File: config.mk
export PLATFORM = sky130hd
export DESIGN_NAME = pad_mux_sequencer
export DESIGN_NICKNAME = d
export VERILOG_FILES = /design/src/rtl/pad_mux_sequencer_pkg.sv /design/src/rtl/pad_mux_sequencer_regs.sv /design/src/rtl/pad_mux_sequencer.sv
export SDC_FILE = /design/constraint.sdc
export NUM_CORES = 1
export LEC_CHECK = 0
export BUFFER_PORTS_ARGS = -buffer_cell sky130_fd_sc_hd__buf_4
export CAP_MARGIN = 20
export CORE_MARGIN = 2
export CORE_UTILIZATION = 40
export CTS_CLUSTER_DIAMETER = 80
export DETAILED_ROUTE_END_ITERATION = 8
export PLACE_DENSITY = 0.69
export SLEW_MARGIN = 20
export SYNTH_ARGS = -nofsm -noshare
export SYNTH_HDL_FRONTEND = slang
export SYNTH_HIERARCHICAL = 1
export SYNTH_SLANG_ARGS = --single-unit
File: constraint.sdc
create_clock -name clk_i -period 3.05 [get_ports clk_i]
set_clock_uncertainty 0.05 [all_clocks]
set_input_delay 0.4575 -clock clk_i [delete_from_list [all_inputs] [get_ports clk_i]]
set_output_delay 0.4575 -clock clk_i [all_outputs]
set_load 0.01 [all_outputs]
File: src/rtl/pad_mux_sequencer_pkg.sv
// Shared constants, register map and FSM state type for the pad mux sequencer.
// Imported by the register file and the top-level sequencer.
package pad_mux_sequencer_pkg;

   localparam logic [11:0] PAD_BASE    = 12'h000;
   localparam logic [11:0] COMMIT_OFFS = 12'h100;
   localparam logic [11:0] STATUS_OFFS = 12'h104;

   localparam int MUX_LSB         = 0;
   localparam int CFG_LSB         = 8;
   localparam int COMMIT_GO_BIT   = 0;
   localparam int STATUS_BUSY_BIT = 0;
   localparam int STATUS_DONE_BIT = 1;

   typedef enum logic [1:0] {
      ST_IDLE   = 2'd0,
      ST_GATE   = 2'd1,
      ST_SWITCH = 2'd2,
      ST_HOLD   = 2'd3
   } seq_state_e;

   // Word-aligned offset that lands inside the pad register window.
   function automatic logic is_pad_addr(input logic [11:0] addr, input int n_io);
      logic [11:0] offs;
      offs = addr - PAD_BASE;
      return (offs[1:0] == 2'b00) && (int'(offs) < (4 * n_io));
   endfunction

endpackage

File: src/rtl/pad_mux_sequencer_regs.sv
// APB decode plus shadow pad registers and sticky done flag.
// Exposes next-cycle shadow values so a copy sees writes landing on the same edge.
module pad_mux_sequencer_regs
   import pad_mux_sequencer_pkg::*;
#(
   parameter int N_IO        = 48,
   parameter int NBIT_PADCFG = 6,
   parameter int NBIT_MUX    = 2
) (
   input  logic                                i_clk,
   input  logic                                i_rst_n,
   input  logic [11:0]                         i_paddr,
   input  logic [31:0]                         i_pwdata,
   input  logic                                i_pwrite,
   input  logic                                i_psel,
   input  logic                                i_penable,
   input  logic                                i_busy,
   input  logic                                i_done_set,
   output logic [31:0]                         o_prdata,
   output logic                                o_pslverr,
   output logic                                o_commit,
   output logic [N_IO-1:0][NBIT_MUX-1:0]       o_shadow_mux_next,
   output logic [N_IO-1:0][NBIT_PADCFG-1:0]    o_shadow_cfg_next
);

   localparam int IDX_W = (N_IO > 1) ? $clog2(N_IO) : 1;

   logic [N_IO-1:0][NBIT_MUX-1:0]    r_mux;
   logic [N_IO-1:0][NBIT_MUX-1:0]    w_mux_nxt;
   logic [N_IO-1:0][NBIT_PADCFG-1:0] r_cfg;
   logic [N_IO-1:0][NBIT_PADCFG-1:0] w_cfg_nxt;
   logic                             r_done;
   logic                             w_done_nxt;
   logic [31:0]                      r_prdata;
   logic                             r_pslverr;
   logic [31:0]                      w_rdata;
   logic [11:0]                      w_offs;
   logic [IDX_W-1:0]                 w_idx;
   logic                             w_pad_hit;
   logic                             w_commit_hit;
   logic                             w_status_hit;
   logic                             w_setup;
   logic                             w_wr;
   logic                             w_err;
   logic                             w_unused;

   assign w_offs       = i_paddr - PAD_BASE;
   assign w_idx        = IDX_W'(w_offs[11:2]);
   assign w_pad_hit    = is_pad_addr(i_paddr, N_IO);
   assign w_commit_hit = (i_paddr == COMMIT_OFFS);
   assign w_status_hit = (i_paddr == STATUS_OFFS);
   assign w_setup      = i_psel & ~i_penable;
   assign w_wr         = i_psel & i_penable & i_pwrite;
   assign w_unused     = ^{i_pwdata, w_offs};

   // Error is decided in the setup phase so the registered response lines up with the access.
   assign w_err = ~(w_pad_hit | w_commit_hit | w_status_hit)
                | (w_commit_hit & i_pwrite & i_pwdata[COMMIT_GO_BIT] & i_busy);

   assign o_commit = w_wr & w_commit_hit & i_pwdata[COMMIT_GO_BIT] & ~i_busy & ~r_pslverr;

   // Read data mux for the register addressed in the setup phase.
   always_comb begin
      w_rdata = 32'h0000_0000;
      if (w_pad_hit) begin
         w_rdata[MUX_LSB +: NBIT_MUX]    = r_mux[w_idx];
         w_rdata[CFG_LSB +: NBIT_PADCFG] = r_cfg[w_idx];
      end else if (w_status_hit) begin
         w_rdata[STATUS_BUSY_BIT] = i_busy;
         w_rdata[STATUS_DONE_BIT] = r_done;
      end else begin
         w_rdata = 32'h0000_0000;
      end
   end

   // Shadow write and done flag next-state; a done set beats a same-cycle clear.
   always_comb begin
      w_mux_nxt  = r_mux;
      w_cfg_nxt  = r_cfg;
      w_done_nxt = r_done;
      if (w_wr && w_pad_hit) begin
         w_mux_nxt[w_idx] = i_pwdata[MUX_LSB +: NBIT_MUX];
         w_cfg_nxt[w_idx] = i_pwdata[CFG_LSB +: NBIT_PADCFG];
      end else begin
         w_mux_nxt = r_mux;
         w_cfg_nxt = r_cfg;
      end
      if (i_done_set) begin
         w_done_nxt = 1'b1;
      end else if (w_wr && w_status_hit && i_pwdata[STATUS_DONE_BIT]) begin
         w_done_nxt = 1'b0;
      end else begin
         w_done_nxt = r_done;
      end
   end

   // Register file and registered APB response.
   always_ff @(posedge i_clk or negedge i_rst_n) begin
      if (!i_rst_n) begin
         r_mux     <= '{default: '0};
         r_cfg     <= '{default: '0};
         r_done    <= 1'b0;
         r_prdata  <= 32'h0000_0000;
         r_pslverr <= 1'b0;
      end else begin
         r_mux     <= w_mux_nxt;
         r_cfg     <= w_cfg_nxt;
         r_done    <= w_done_nxt;
         r_prdata  <= (w_setup && !i_pwrite) ? w_rdata : 32'h0000_0000;
         r_pslverr <= w_setup & w_err;
      end
   end

   assign o_prdata          = r_prdata;
   assign o_pslverr         = r_pslverr;
   assign o_shadow_mux_next = w_mux_nxt;
   assign o_shadow_cfg_next = w_cfg_nxt;

endmodule

File: src/rtl/pad_mux_sequencer.sv
// Pad mux commit sequencer: gates output enables around mux switches so two
// peripherals never drive the same pad, then applies shadow values atomically.
module pad_mux_sequencer
   import pad_mux_sequencer_pkg::*;
#(
   parameter int N_IO        = 48,
   parameter int NBIT_PADCFG = 6,
   parameter int NBIT_MUX    = 2,
   parameter int GAP_CYCLES  = 4
) (
   input  logic                            clk_i,
   input  logic                            rst_ni,
   input  logic [11:0]                     paddr_i,
   input  logic [31:0]                     pwdata_i,
   input  logic                            pwrite_i,
   input  logic                            psel_i,
   input  logic                            penable_i,
   output logic [31:0]                     prdata_o,
   output logic                            pready_o,
   output logic                            pslverr_o,
   output logic [N_IO*NBIT_MUX-1:0]        pad_mux_o,
   output logic [N_IO*NBIT_PADCFG-1:0]     pad_cfg_o,
   output logic [N_IO-1:0]                 oe_gate_o,
   output logic                            busy_o,
   output logic                            irq_o
);

   localparam int CNT_W = $clog2(GAP_CYCLES + 1);
   localparam logic [CNT_W-1:0] CNT_RELOAD = CNT_W'(GAP_CYCLES - 1);
   localparam logic [CNT_W-1:0] CNT_ONE    = CNT_W'(1);
   localparam logic [CNT_W-1:0] CNT_ZERO   = CNT_W'(0);

   seq_state_e                       r_state;
   seq_state_e                       w_state_nxt;
   logic [CNT_W-1:0]                 r_cnt;
   logic [CNT_W-1:0]                 w_cnt_nxt;
   logic [N_IO-1:0][NBIT_MUX-1:0]    r_active_mux;
   logic [N_IO-1:0][NBIT_MUX-1:0]    w_mux_nxt;
   logic [N_IO-1:0][NBIT_PADCFG-1:0] r_active_cfg;
   logic [N_IO-1:0][NBIT_PADCFG-1:0] w_cfg_nxt;
   logic [N_IO-1:0]                  r_gate;
   logic [N_IO-1:0]                  w_gate_nxt;
   logic                             r_busy;
   logic                             r_irq;
   logic                             w_irq_nxt;
   logic                             w_done_set;
   logic                             w_commit;
   logic [N_IO-1:0]                  w_change_mask;
   logic [N_IO-1:0][NBIT_MUX-1:0]    w_shadow_mux;
   logic [N_IO-1:0][NBIT_PADCFG-1:0] w_shadow_cfg;

   pad_mux_sequencer_regs #(
      .N_IO        (N_IO),
      .NBIT_PADCFG (NBIT_PADCFG),
      .NBIT_MUX    (NBIT_MUX)
   ) u_regs (
      .i_clk             (clk_i),
      .i_rst_n           (rst_ni),
      .i_paddr           (paddr_i),
      .i_pwdata          (pwdata_i),
      .i_pwrite          (pwrite_i),
      .i_psel            (psel_i),
      .i_penable         (penable_i),
      .i_busy            (r_busy),
      .i_done_set        (w_done_set),
      .o_prdata          (prdata_o),
      .o_pslverr         (pslverr_o),
      .o_commit          (w_commit),
      .o_shadow_mux_next (w_shadow_mux),
      .o_shadow_cfg_next (w_shadow_cfg)
   );

   // Pads whose mux select differs between shadow and active.
   always_comb begin
      w_change_mask = {N_IO{1'b0}};
      for (int n = 0; n < N_IO; n++) begin
         w_change_mask[n] = (w_shadow_mux[n] != r_active_mux[n]);
      end
   end

   // Sequencer next state. SWITCH sits on the last gap cycle so new values
   // appear exactly GAP_CYCLES cycles after the commit.
   always_comb begin
      w_state_nxt = r_state;
      w_cnt_nxt   = r_cnt;
      w_mux_nxt   = r_active_mux;
      w_cfg_nxt   = r_active_cfg;
      w_gate_nxt  = r_gate;
      w_irq_nxt   = 1'b0;
      w_done_set  = 1'b0;
      case (r_state)
         ST_IDLE: begin
            if (w_commit) begin
               if (w_change_mask == {N_IO{1'b0}}) begin
                  w_mux_nxt  = w_shadow_mux;
                  w_cfg_nxt  = w_shadow_cfg;
                  w_irq_nxt  = 1'b1;
                  w_done_set = 1'b1;
               end else begin
                  w_gate_nxt  = r_gate & ~w_change_mask;
                  w_cnt_nxt   = CNT_RELOAD;
                  w_state_nxt = (GAP_CYCLES == 1) ? ST_SWITCH : ST_GATE;
               end
            end else begin
               w_state_nxt = ST_IDLE;
            end
         end
         ST_GATE: begin
            if (r_cnt <= CNT_ONE) begin
               w_cnt_nxt   = CNT_ZERO;
               w_state_nxt = ST_SWITCH;
            end else begin
               w_cnt_nxt = r_cnt - CNT_ONE;
            end
         end
         ST_SWITCH: begin
            w_mux_nxt   = w_shadow_mux;
            w_cfg_nxt   = w_shadow_cfg;
            w_cnt_nxt   = CNT_RELOAD;
            w_state_nxt = ST_HOLD;
         end
         ST_HOLD: begin
            if (r_cnt == CNT_ZERO) begin
               w_gate_nxt  = {N_IO{1'b1}};
               w_irq_nxt   = 1'b1;
               w_done_set  = 1'b1;
               w_state_nxt = ST_IDLE;
            end else begin
               w_cnt_nxt = r_cnt - CNT_ONE;
            end
         end
         default: begin
            w_gate_nxt  = {N_IO{1'b1}};
            w_cnt_nxt   = CNT_ZERO;
            w_state_nxt = ST_IDLE;
         end
      endcase
   end

   // State, counter, active pad values and registered status outputs.
   always_ff @(posedge clk_i or negedge rst_ni) begin
      if (!rst_ni) begin
         r_state      <= ST_IDLE;
         r_cnt        <= CNT_ZERO;
         r_active_mux <= '{default: '0};
         r_active_cfg <= '{default: '0};
         r_gate       <= {N_IO{1'b1}};
         r_busy       <= 1'b0;
         r_irq        <= 1'b0;
      end else begin
         r_state      <= w_state_nxt;
         r_cnt        <= w_cnt_nxt;
         r_active_mux <= w_mux_nxt;
         r_active_cfg <= w_cfg_nxt;
         r_gate       <= w_gate_nxt;
         r_busy       <= (w_state_nxt != ST_IDLE);
         r_irq        <= w_irq_nxt;
      end
   end

   assign pready_o  = 1'b1;
   assign pad_mux_o = r_active_mux;
   assign pad_cfg_o = r_active_cfg;
   assign oe_gate_o = r_gate;
   assign busy_o    = r_busy;
   assign irq_o     = r_irq;

endmodule

==> out/qor_table.md <==
| Parameter | Reported | Unit |
|:---|:---|:---|
| Maximum fanout count along the critical path | 22 | - |
| Post-layout worst setup margin | -1.04 | ns |
| TritonCTS clock tree | done | - |
| Pin count of the biggest net entering global routing | 84 | - |
| # DRC | 0 | - |
| Compound-gate portion of the synthesized area | 2.27 | % |
| Hold/Removal Path Class | input pin to flop | - |
| Clk root buf | sky130_fd_sc_hd__clkbuf_16 | - |
| Switching power summed over all nets | 5410 | uW |
| Post-Syn Instances | 2419 | - |
| Initial standard-cell utilization of the core | 40.3 | % |
| Global-route usage over all layers | 24.9 | % |
| Final-layout setup total negative slack | -433.57 | ns |
| Part of the Yosys area used for sequential elements | 57.7 | % |
| Leak | 0.0250 | uW |
| Number of iterations in the first detailed-routing pass | 7 | - |
| Iteration-0 DRC count of the detailed router | 1776 | - |
| Number of distinct standard cells referenced by the synthesized netlist | 68 | - |
| Number of global-route vias before repair | 25300 | - |
| Critical path endpoint category | flop | - |
| Horizontal die dimension | 305 | um |
| WL per Instance | 27.0 | um |
| Fraction of met2 tracks used by global routing | 41.8 | % |
| Startpoint of the worst register-to-register path | u_regs/r_mux[85] | - |
| Clock latency at the later pin of the worst-skew pair | 0.69 | ns |
| Number of buffers inserted during clock tree synthesis | 90 | - |
| CP top delay family | simple AND/OR/NAND/NOR gates | - |
| Row count | 110 | - |
| Critical path startpoint | paddr_i[9] | - |
| Pint | 18400 | uW |
| Final core area utilization | 52.5 | % |
| Number of standard cells in the layout, taps in and fillers out | 4448 | - |
| Global-route wire length before repair | 171 | mm |
| Simple-gate share of the synthesized area | 3.93 | % |
| WP data arrival | 4.58 | ns |
| Grt met1 use | 31.7 | % |
| # port buffers | 467 | - |
| Portion of total power attributed to sequential cells | 46.4 | % |
| Data required time of the critical path | 3.53 | ns |
| Final-report max-slew violation count | 0 | - |
| Slew HR | 37.8 | % |
| Chip Height | 305 | um |
| Cell area power density | 505 | mW/mm2 |
| Hold Path Stages | 3 | - |
| Global routing usage on met3 | 5.74 | % |
| Placed instance area | 0.0431 | mm2 |
| Synthesis Warnings | 6 | - |
| Most instantiated flip-flop cell in the synthesis netlist | sky130_fd_sc_hd__dfrtp_1 | - |
| Weighted congestion reported at the end of routability-driven placement | 0.934 | - |
| Worst-margin pin slew | 0.933 | ns |
| Yosys reg bits | 833 | - |
| Max Cap Violations | 0 | - |
| Power after layout | 23800 | uW |
| Maximum count of clock buffers along a single path | 3 | - |
| Fmax | 244 | MHz |
| Clock network fraction of design power | 50.3 | % |
| DR vias | 24000 | - |
| Violations in the final reports | negative setup slack | - |
| Critical path buffers and inverters | 6 | - |
| Clock transition time at the flip-flop clock pins of the worst setup and hold paths | 0.07 | ns |
| Post-route cell area | 0.0472 | mm2 |
| Length in cells of the worst reg-to-reg path | 12 | - |
| Synth Area in XOR/XNOR | 2.32 | % |
| Combinational power share | 3.3 | % |
| Hold path startpoint | psel_i | - |
| Detailed placement HPWL | 87.9 | mm |
| Run status | finished, violations left | - |
| Asr flop ratio synth | 100 | % |
| Vias per std cell | 5.40 | - |
| CP max stage delay | 0.55 | ns |
| Crit path launch type | input pin | - |
| Most repeated library cell on the critical path | sky130_fd_sc_hd__buf_6 | - |
| Detailed Route WL | 120 | mm |
| Die Outline Area | 0.0930 | mm2 |
| Grt peak-use layer | met2 | - |
| Standard cell core area | 0.0899 | mm2 |
| Number of antenna violations at the first check in global routing | 9 | - |
| Synth-to-layout area growth | 30.3 | % |
| Number of clock sinks | 833 | - |
| Sum of overflow across all layers after global routing | 0 | - |
| Post-route minimum period | 4.09 | ns |
| Count of endpoints failing hold in the final timing report | 0 | - |
| Final Cycle Share | 134 | % |
| Fraction of power spent switching nets | 22.7 | % |
| Total setup violations reported at the end of the flow | 440 | - |
| Critical path, cell by cell | buf_6, nor4_4, buf_6, nor3b_4, buf_6, and4_4, nand2_2, mux2_2, xor2_1, nor4_2, nand4_1, or4_4, nor4_4, buf_4, a21oi_4, buf_12, buf_12, mux2_1 | - |
| Cell count after placement | 4252 | - |
| Critical Path Stages | 18 | - |
| Remaining number of nets flagged by the antenna check after routing | 0 | - |
| H-tree lvl count | 3 | - |
| Crit Path Category | input pin to flop | - |
| Combinational family with the most area after synthesis | multiplexers | - |
| Netlist area before placement | 0.0362 | mm2 |
| Setup repair after global routing missed its margin | true | - |
| Avg Inst Size Synth | 15.0 | um2 |
| Adder-cell area share of the yosys netlist | 0.242 | % |
| Post-synthesis mux area share | 30.4 | % |
| Number of synthesized flops with an enable pin | 0 | - |
| Top-Level Pins | 517 | - |
| Worst-case vdd ir drop | 386 | uV |
| Critical-path cell with the highest stage delay | sky130_fd_sc_hd__or4_4 | - |
| Net count reported at finish | 3251 | - |
| Fraction of final layout cells sized beyond drive strength 1 | 58.8 | % |
==> placed cells by master, fill, tap and decap left out, drive strengths merged, types with 7 or more instances in the layout <==
cell type  count
dfrtp        785
conb          25
nor3           7
a31oi          8
a21oi         13
clkinv        25
nand2        104
mux2         782
clkbuf       125
buf          812
nor2          74
xnor2         14
nor2b         12
nor3b          7
mux2i         27
dfstp         48
o21ai         51
bufinv        15
xor2          82
mux4          85
inv           24
nand3         16
nor4          20
ha             7
a22oi         11
nand4          7
==> worst reg2reg max path, stage by stage (launching register included) <==
cell and delay [ns]:
sky130_fd_sc_hd__dfrtp_1 0.42, sky130_fd_sc_hd__mux2_2 0.31, sky130_fd_sc_hd__xor2_1 0.16, sky130_fd_sc_hd__nor4_1 0.31, sky130_fd_sc_hd__buf_4 0.20, sky130_fd_sc_hd__nand4_1 0.14
sky130_fd_sc_hd__or4_4 0.53, sky130_fd_sc_hd__nor4_4 0.20, sky130_fd_sc_hd__buf_4 0.19, sky130_fd_sc_hd__a21oi_4 0.09, sky130_fd_sc_hd__buf_12 0.18, sky130_fd_sc_hd__buf_12 0.19
sky130_fd_sc_hd__mux2_1 0.33
==> worst paths after layout <==
path                                     to  slack, ns
hold reg to reg               oe_gate_o[38]       0.43
max in group asynchronous      oe_gate_o[0]       1.57
hold / removal             u_regs/o_pslverr       0.13
setup reg to reg              pad_cfg_o[55]      -0.35
min in group asynchronous    pad_cfg_o[190]       0.36
setup / recovery              pad_cfg_o[55]      -1.04
==> routing by layer <==
layer	up-vias	wire [um]
li1	10300	-
met1	12700	48600
met2	843	59000
met4	4	4450
met5	-	22
met3	199	8280
==> final cells by class <==
| class | instances | area [um2] |
|---|---|---|
| Fill cell | 7384 | 42700 |
| Sequential cell | 833 | 20900 |
| Multi-Input combinational cell | 1428 | 14600 |
| Timing Repair Buffer | 825 | 6900 |
| Clock buffer | 114 | 2490 |
| Tap cell | 1176 | 1470 |
| Clock inverter | 50 | 800 |
| Inverter | 17 | 63.8 |
| Antenna cell | 5 | 12.5 |
==> sequential cells by signal, summed over array words and instances, names as in the netlist <==
signal / flops
pad_cfg_o: 288
u_regs/r_cfg: 288
pad_mux_o: 96
u_regs/r_mux: 96
oe_gate_o: 48
u_regs/o_prdata: 8
r_cnt: 3
r_state: 2
busy_o: 1
irq_o: 1
u_regs/o_pslverr: 1
u_regs/r_done: 1
==> through the flow <==
| step | worst slack, ns | hold slack, ns |
|---|---|---|
| 6_report | -1.04 | 0.130 |
| 3_3_place_gp | -1.99 | 0.420 |
| 4_1_cts | -1.03 | 0.0764 |
| 3_5_place_dp | -2.04 | 0.420 |
| 5_1_grt | -1.15 | 0.103 |
| 2_1_floorplan | -1.24 | 0.112 |
==> power groups by stage <==
| stage | Combinational, uW | Clock (uW) | Sequential, uW |
|---|---|---|---|
| floorplan | 301 | 0 | 11300 |
| global placement | 773 | 0 | 11300 |
| detailed placement | 785 | 0 | 11300 |
| CTS | 792 | 12200 | 11100 |
| global route | 858 | 12700 | 11100 |
| finish | 785 | 12000 | 11100 |
==> cell usage after synthesis (all sizes together), types with 7 or more instances <==
library cell  number  area share, %
ha                 7           0.24
dfstp             48            3.5
nor3               7           0.11
inv               16           0.17
mux4              85            5.3
buf              107            2.4
nor3b              7           0.17
nand3             16           0.26
xnor2             14           0.34
mux2             782             24
nor2              74           0.89
mux2i             27           0.75
a22oi             11           0.23
a31oi              8           0.14
a21oi             13           0.19
xor2              82            2.0
nand4              7           0.12
o21ai             51           0.70
dfrtp            785             54
clkbuf            57           0.59
nand2            104            1.1
nor2b             12           0.21
nor4              20           0.43
==> cell families (layout without fill, tap and decap cells) <==
| kind of cell | after synthesis | after routing |
|---|---|---|
| AND/OR/NAND/NOR | 279 | 279 |
| adder cells (fa/ha/maj) | 7 | 7 |
| XOR/XNOR | 96 | 96 |
| other | 2 | 30 |
| buffers and inverters | 181 | 1006 |
| flip-flops | 833 | 833 |
| AO/OA/AOI/OAI | 127 | 127 |
| multiplexers | 894 | 894 |
==> timing repair <==
item                                   in CTS  in global routing
gates resized for setup                    30                 46
gates cloned                                1                 16
endpoints found under the hold margin      50                  0
pin swaps                                   5                  3
buffers inserted                            5                  3
hold buffers                                2                  0
setup endpoints to repair                 440                440
Power figures use the tool's default switching activity.
